===== config.mk =====
export PLATFORM = sky130hd
export DESIGN_NAME = axis_pattern_generator
export DESIGN_NICKNAME = d
export VERILOG_FILES = /design/src/rtl/axis_pattern_generator.sv
export SDC_FILE = /design/constraint.sdc
export NUM_CORES = 1
export LEC_CHECK = 0
export ABC_AREA = 1
export CAP_MARGIN = 30
export CORE_MARGIN = 4
export CORE_UTILIZATION = 40
export CTS_CLUSTER_DIAMETER = 30
export DETAILED_ROUTE_END_ITERATION = 10
export GPL_TIMING_DRIVEN = 0
export HOLD_SLACK_MARGIN = 0.05
export PLACE_DENSITY = 0.6
export SYNTH_ARGS = -nofsm -noshare
export SYNTH_HDL_FRONTEND = slang
export SYNTH_SLANG_ARGS = --single-unit

===== constraint.sdc =====
create_clock -name aclk -period 10.5 [get_ports aclk]
set_clock_uncertainty 0.1 [all_clocks]
set_input_delay 2.1 -clock aclk [delete_from_list [all_inputs] [get_ports aclk]]
set_output_delay 2.1 -clock aclk [all_outputs]
set_load 0.03 [all_outputs]

===== src/rtl/axis_pattern_generator.sv =====
// AXI4-Stream test-waveform source: sawtooth, triangle or square with period 2^L,
// a per-sample left shift, full tready backpressure, and tlast on each period's last beat.
module axis_pattern_generator #(
  parameter int AXIS_TDATA_WIDTH = 32
) (
  input  logic                        aclk,
  input  logic                        aresetn,
  input  logic                        enable,
  input  logic [1:0]                  mode,
  input  logic [4:0]                  log_count,
  input  logic [2:0]                  shift,
  output logic [AXIS_TDATA_WIDTH-1:0] M_AXIS_tdata,
  output logic                        M_AXIS_tvalid,
  input  logic                        M_AXIS_tready,
  output logic                        M_AXIS_tlast,
  output logic [31:0]                 period_count
);

  typedef enum logic [1:0] {IDLE, RUN, DRAIN} state_t;

  state_t      state_q, state_d;
  logic [29:0] phase_q, phase_n, pmax_n;
  logic [1:0]  mode_q, cfg_mode;
  logic [4:0]  len_q, len_clamped, cfg_len;
  logic [2:0]  shift_q, cfg_shift;
  logic        handshake, load_first, load_next, stop;

  // Signed sample for phase p, computed wide and truncated after the shift.
  function automatic logic [AXIS_TDATA_WIDTH-1:0] gen_sample(
    input logic [29:0] p, input logic [1:0] m, input logic [4:0] l, input logic [2:0] sh);
    logic signed [63:0] h, pp, t, s, full;
    h  = 64'sd1 <<< (l - 5'd1);
    pp = signed'(64'(p));
    t  = (pp < h) ? pp : ((h <<< 1) - 64'sd1 - pp);
    case (m)
      2'd0:    s = pp - h;
      2'd1:    s = (t <<< 1) - h;
      2'd2:    s = (pp < h) ? h : -h;
      default: s = '0;
    endcase
    full = s <<< sh;
    return full[AXIS_TDATA_WIDTH-1:0];
  endfunction

  assign handshake   = M_AXIS_tvalid & M_AXIS_tready;
  assign len_clamped = (log_count == 5'd0) ? 5'd1 : (log_count > 5'd30) ? 5'd30 : log_count;

  // A new period samples the live configuration; later beats use the latched copy.
  assign cfg_mode  = load_first ? mode        : mode_q;
  assign cfg_len   = load_first ? len_clamped : len_q;
  assign cfg_shift = load_first ? shift       : shift_q;
  assign phase_n   = load_first ? '0 : phase_q + 30'd1;
  assign pmax_n    = 30'((31'd1 << cfg_len) - 31'd1);

  always_ff @(posedge aclk or negedge aresetn) begin
    if (!aresetn) state_q <= IDLE;
    else          state_q <= state_d;
  end

  always_comb begin
    state_d    = state_q;
    load_first = 1'b0;
    load_next  = 1'b0;
    stop       = 1'b0;
    case (state_q)
      IDLE: begin
        if (enable) begin
          load_first = 1'b1;
          state_d    = RUN;
        end
      end
      RUN: begin
        if (handshake) begin
          if (M_AXIS_tlast) begin
            if (enable) load_first = 1'b1;
            else begin
              stop    = 1'b1;
              state_d = IDLE;
            end
          end else begin
            load_next = 1'b1;
            if (!enable) state_d = DRAIN;
          end
        end
      end
      DRAIN: begin
        if (handshake) begin
          if (M_AXIS_tlast) begin
            stop    = 1'b1;
            state_d = IDLE;
          end else begin
            load_next = 1'b1;
          end
        end
      end
      default: state_d = IDLE;
    endcase
  end

  always_ff @(posedge aclk or negedge aresetn) begin
    if (!aresetn) begin
      phase_q       <= '0;
      mode_q        <= '0;
      len_q         <= 5'd1;
      shift_q       <= '0;
      M_AXIS_tdata  <= '0;
      M_AXIS_tvalid <= 1'b0;
      M_AXIS_tlast  <= 1'b0;
      period_count  <= '0;
    end else begin
      if (load_first) begin
        mode_q  <= mode;
        len_q   <= len_clamped;
        shift_q <= shift;
      end
      if (load_first || load_next) begin
        phase_q       <= phase_n;
        M_AXIS_tdata  <= gen_sample(phase_n, cfg_mode, cfg_len, cfg_shift);
        M_AXIS_tlast  <= (phase_n == pmax_n);
        M_AXIS_tvalid <= 1'b1;
      end else if (stop) begin
        M_AXIS_tvalid <= 1'b0;
        M_AXIS_tlast  <= 1'b0;
      end
      if (handshake && M_AXIS_tlast) period_count <= period_count + 32'd1;
    end
  end

endmodule


==> impl_results.md, run 1 <==
* Status: finished clean
* DR iter-0 viols at 1929
* Residual DRC at 0
* Crit-path max cell delay at 530 ps
* R2R Path Start: state_q[0]$_DFFE_PN0P_
* Setup ws final at 556 ps
* Crit path required time at 10670 ps
* Effective utilization at floorplan at 0.404
* Hold-fix buffers at CTS at 0
* Slew Limit Fails at 0
* CP startpoint: M_AXIS_tready
* Worst-path fanout max at 10
* Worst Tran Pin Value at 1040 ps
* Pin count of the biggest net entering global routing at 61
* Most frequent CP cell: nand2_1
* Core area at 36500 sq um
* Hold Path End: period_count[31]$_DFFE_PN0P_
* Hold WC Path Type: flip-flop to flip-flop
* Final core occ at 0.453
* Arrival time of the worst setup path at 10120 ps
* Vias at 17000
* Top Ports at 80
* Global-route wire length before repair at 89900 microns
* YS warnings at 0
* Post-synthesis sequential area ratio at 0.183
* Layout net count at 2638
* Top_reg_cell synth: dfrtp_1
* N_diodes at 0
* Wirelength per Cell at 19.8 microns
* Root Buffer Master: clkbuf_16
* GRT Util Overall at 0.289
* Detailed-route wire length at 59300 microns
* WHS at 384 ps
* Area post-placement at 16200 sq um
* Clk_lat worst skew at 380 ps
* Port buffer count at 79
* Via density per instance at 5.69
* Final hold vios at 0
* Number of synthesized flops with an enable pin at 0
* Area Overhead vs Synth at 12.2%
* FF-to-FF path depth at 43
* Fmax at 0.101 GHz
* Crit. End Element: flip-flop
* Syn Area/Cell at 6.09 sq um
* CTS Buffer Depth at 2
* DIE WIDTH at 200 microns
* Unique cell type count in the Yosys netlist at 57
* Min-delay src: period_count[31]$_DFFE_PN0P_
* Critical path class: primary input to flip-flop
* CTS Sinks at 108
* Row Count at 70
* CTS Buf Count at 9
* Die area at 40000 sq um
* Die height at 200 microns
* Vias in the first global route at 15800
* Gpl congestion at 1.02
* Htree depth at 3
* Pre-CTS setup slack at -913 ps
* Post-synth design cell area at 14800 sq um
* Layout cells sized above 1 at 0.0598
* Fin area at 16600 sq um
* Hold path depth at 1
* R2r endpoint: M_AXIS_tdata[30]$_DFFE_PN0P_
* Slowest stage cell, crit path: clkdlybuf4s50_1
* CTS clk-pin slew, worst paths at 90 ps
* FFs w/ async S/R, synth at 1.00
* Post-synthesis cell count at 2422
* Final period demand of the worst path at 9940 ps
* CTS tree: done
* Post-route ant nets at 0
* Flop-to-flop setup slack at 2150 ps
* Max-capacitance violation count at 0
* Post-DP HPWL at 49600 microns
* Unrepaired setup endpoints after global routing: no
* Antenna violations before repair at 0
* Congestion Overflow GR at 0
* Period utilisation layout at 0.947
* Synth Register Bits at 108
* Critical Path Start Type: primary input
* First-pass DRT Iterations at 7
* Final setup viols at 0
* Slew HR at 0.300
* Synthesized Nets at 2539
cell usage in the layout (no fill, tap or decap), drive strengths merged, types with 30 or more instances in the layout:
cell	count
clkdlybuf4s50	78
xor2	77
a21oi	155
xnor2	37
nand4	30
nand3	317
nand2	606
clkbuf	45
ha	100
nor2	261
o21ai	170
nor3	55
buf	36
dfrtp	107
o211ai	34
inv	289
area by class of cell:
| cell class | instances | area [sq um] |
|---|---|---|
| buffer | 60 | 317 |
| clock buffer | 9 | 225 |
| clock inverter | 7 | 80.1 |
| fill | 3981 | 20000 |
| inverter | 288 | 1080 |
| multi-input combinational | 1964 | 10700 |
| sequential | 108 | 2700 |
| tap | 468 | 586 |
| timing repair buffer | 90 | 888 |
cells in the mapped netlist (6+ instances only):
master    instances  area share
a21boi_0          6      0.0031
a21o_1            8      0.0041
a21oi_1         155       0.053
a31oi_1          10      0.0042
buf_2             8      0.0027
buf_4             7      0.0036
buf_6             6      0.0046
clkbuf_1         36      0.0092
dfrtp_1         107        0.18
ha_1            100       0.085
inv_1           278       0.071
inv_2             7      0.0018
nand2_1         586        0.15
nand2_2          16      0.0068
nand3_1         304        0.10
nand3_2          11      0.0075
nand3b_1         12      0.0061
nand4_1          27       0.011
nor2_1          241       0.061
nor2_2           12      0.0051
nor2_4            8      0.0061
nor3_1           54       0.018
nor4_1           14      0.0059
o211ai_1         33       0.017
o21a_1           13      0.0066
o21ai_0         156       0.053
o21ai_1          12      0.0041
o21bai_1         10      0.0051
or2_2            19      0.0081
xnor2_1          37       0.022
xor2_1           77       0.046
worst max path at each step:
stage	to	slack, ps	cells after the start
floorplan	M_AXIS_tdata[27]$_DFFE_PN0P_	2110	44
global route	M_AXIS_tdata[30]$_DFFE_PN0P_	40	42
finish	M_AXIS_tdata[30]$_DFFE_PN0P_	560	42
global placement	M_AXIS_tdata[30]$_DFFE_PN0P_	-900	45
detailed placement	M_AXIS_tdata[31]$_DFFE_PN0P_	-910	45
CTS	M_AXIS_tdata[31]$_DFFE_PN0P_	30	44
metal layers:
layer  global-route usage  vias to the layer above  share of wire
met5                    0                        -              0
met4                0.103                        0          0.035
met3               0.0480                       94          0.080
met2                0.453                      755           0.44
met1                0.404                     7910           0.45
li1                     -                     8282              -
stage by stage:
step / cells / setup TNS [ps]
after CTS: 2987 / 0
final: 2994 / 0
after detailed placement: 2972 / -17890
after floorplan: 2422 / 0
after global placement: 2969 / -17170
after global routing: 2994 / 0
state kept, by name (all words and copies together), names as in the netlist:
register       flops
M_AXIS_tdata      32
phase_q           30
len_q              5
shift_q            3
state_q            2
mode_q             2
M_AXIS_tvalid      1
period_count      32
M_AXIS_tlast       1
what timing repair did:
action | in CTS | in global routing
gates cloned | 0 | 0
pin swaps | 0 | 3
endpoints found under the setup margin | 22 | 26
buffers inserted | 0 | 7
gates resized for setup | 5 | 14
worst max-delay path, delay by kind of cell:
kind | cells | cell delay, ps
simple gates | 23 | 3260
buf+inv | 8 | 2040
compound gates | 8 | 1660
fa+ha+maj | 3 | 1010
cell families after synthesis:
family / after synthesis / synth area share
adder cells (fa/ha/maj): 103 / 0.0889
AND/OR/NAND/NOR: 1321 / 0.403
AO/OA/AOI/OAI: 426 / 0.163
buffers and inverters: 350 / 0.0948
XOR/XNOR: 114 / 0.0677
flip-flops: 108 / 0.183
Power of run 1 is not shown: default switching activity piles up to over one toggle a cycle in this logic, so the estimate is an artifact.
==> run 2, diff against run 1 <==
Settings changed: CORE_MARGIN 4 to default.
==> impl_results.md, run 2 (same netlist as run 1, synthesis figures left out) <==
* Status: finished clean
* Wirelength per Cell at 20.4 microns (+3.3%)
* Highest-count cells in the layout ignoring fill and taps: nand2_1, nand3_1, inv_1
* CP top delay family: simple AND/OR/NAND/NOR gates
* CTS tree: done
* Critical path class: primary input to flip-flop
* Area Overhead vs Synth at 12.1% (about the same)
* Final period demand of the worst path at 10230 ps (+284 ps)
* N_diodes at 0 (unchanged)
* DR iter-0 viols at 1723 (-11%)
* Flop-to-flop setup slack at 1920 ps (-230 ps)
* GRT Util Overall at 0.323 (+0.0334)
* Crit-path max cell delay at 520 ps (about the same)
* Post-DP HPWL at 51600 microns (+3.9%)
* Hold WC Path Type: flip-flop to flip-flop
* Detailed-route wire length at 61000 microns (+3.0%)
* Fmax at 0.0978 GHz (-2.8%)
* CTS Sinks at 108 (unchanged)
* Slew HR at 0.336 (+0.0358)
* Gpl congestion at 1.01 (-0.74%)
* Final core occ at 0.461 (+0.00736)
* Core area at 35900 sq um (-1.7%)
* Root Buffer Master: clkbuf_16
* Die area at 37700 sq um (-5.9%)
* Port buffer count at 79 (unchanged)
* Die height at 194 microns (-3.0%)
* Worst-path fanout max at 10 (unchanged)
* Antenna violations before repair at 0 (unchanged)
* Post-route ant nets at 0 (unchanged)
* CTS clk-pin slew, worst paths at 80 ps (about the same)
* FF-to-FF path depth at 44 (+2.3%)
* DIE WIDTH at 194 microns (-3.0%)
* Worst path buffer plus inverter count at 9 (+1)
* Most frequent CP cell: nand2_1
* CTS Buf Count at 9 (unchanged)
* Max-capacitance violation count at 0 (unchanged)
* Hold Path End: period_count[31]$_DFFE_PN0P_
* R2r endpoint: M_AXIS_tdata[20]$_DFFE_PN0P_
* Via density per instance at 5.69 (about the same)
* Hold path depth at 1 (unchanged)
* Layout Cells excl Fill at 2986 (-0.27%)
* Pin count of the biggest net entering global routing at 63 (+3.3%)
* Layout net count at 2637 (-0.038%)
* Congestion Overflow GR at 0 (unchanged)
* Layout cells sized above 1 at 0.0598 (about the same)
* Residual DRC at 0 (unchanged)
* Period utilisation layout at 0.974 (+0.0270)
* Hold-fix buffers at CTS at 0 (unchanged)
* Slew Limit Fails at 0 (unchanged)
* Final hold vios at 0 (unchanged)
* Total Neg Setup Slack at 0 ps (unchanged)
* Vias at 17000 (-0.25%)
* Row Count at 69 (-1.4%)
* Biggest regs: M_AXIS_tdata (32), period_count (32), phase_q (30)
* Commonest non-fill, non-tap cell in the layout: nand2_1
* Crit path required time at 10670 ps (about the same)
* Vias in the first global route at 15800 (+0.20%)
* Clk_lat worst skew at 380 ps (about the same)
* Critical Path Start Type: primary input
* Final setup viols at 0 (unchanged)
* Arrival time of the worst setup path at 10400 ps (+280 ps)
* Min-delay src: period_count[31]$_DFFE_PN0P_
* Htree depth at 3 (unchanged)
* Slowest stage cell, crit path: clkdlybuf4s50_1
* Cells after DPL at 2965 (-0.24%)
* First-pass DRT Iterations at 5 (-2)
* Effective utilization at floorplan at 0.411 (+0.00684)
* Worst Tran Pin Value at 988 ps (-53.2 ps)
* CTS Buffer Depth at 2 (unchanged)
* Crit. End Element: flip-flop
* Top Ports at 80 (unchanged)
* Global-route wire length before repair at 93000 microns (+3.4%)
* R2R Path Start: state_q[0]$_DFFE_PN0P_
==> run 2: cell types whose count changed in the layout (fill, tap and decap cells not counted), sizes merged <==
| cell | change |
|---|---|
| clkinvlp | -1 |
| clkbuf | +1 |
| inv | +2 |
| clkinv | -1 |
| buf | -2 |
==> run 2: metrics by stage <==
step	cell area (sq um)	setup WS [ps]	hold slack, ps
2_1_floorplan	14800	2110	353
3_3_place_gp	16100	-1190	363
3_5_place_dp	16200	-1230	371
4_1_cts	16500	68.6	383
5_1_grt	16600	-25.8	397
6_report	16600	272	375
==> run 2: what timing repair did <==
action | CTS | global route
cloned | 0 | 0
setup endpoints to repair | 24 | 21
pin swaps | 0 | 3
buffers inserted | 0 | 5
resized for setup | 13 | 14
==> run 2: cell type report <==
| cell class | count | area (sq um) |
|---|---|---|
| fill | 3899 | 19400 |
| multi-input combinational | 1964 | 10700 |
| sequential | 108 | 2700 |
| inverter | 288 | 1080 |
| timing repair buffer | 88 | 871 |
| tap | 461 | 577 |
| buffer | 61 | 327 |
| clock buffer | 9 | 225 |
| clock inverter | 7 | 78.8 |
==> run 2: worst max-delay path by stage <==
| stage | from | to | slack [ps] | cells after the start |
|---|---|---|---|---|
| floorplan | M_AXIS_tready | M_AXIS_tdata[27]$_DFFE_PN0P_ | 2110 | 44 |
| global placement | enable | M_AXIS_tdata[29]$_DFFE_PN0P_ | -1190 | 45 |
| detailed placement | enable | M_AXIS_tdata[29]$_DFFE_PN0P_ | -1230 | 45 |
| CTS | enable | M_AXIS_tdata[29]$_DFFE_PN0P_ | 70 | 45 |
| global route | M_AXIS_tready | M_AXIS_tdata[31]$_DFFE_PN0P_ | -30 | 46 |
| finish | M_AXIS_tready | M_AXIS_tdata[20]$_DFFE_PN0P_ | 270 | 43 |
==> run 2: layer usage <==
metal	wire [microns]	vias to the layer above	global-route usage
li1	-	8292	-
met1	27500	7942	0.441
met2	27300	675	0.520
met3	4340	90	0.0475
met4	1900	0	0.103
met5	0	-	0
Power of run 2 is left out for the same reason.
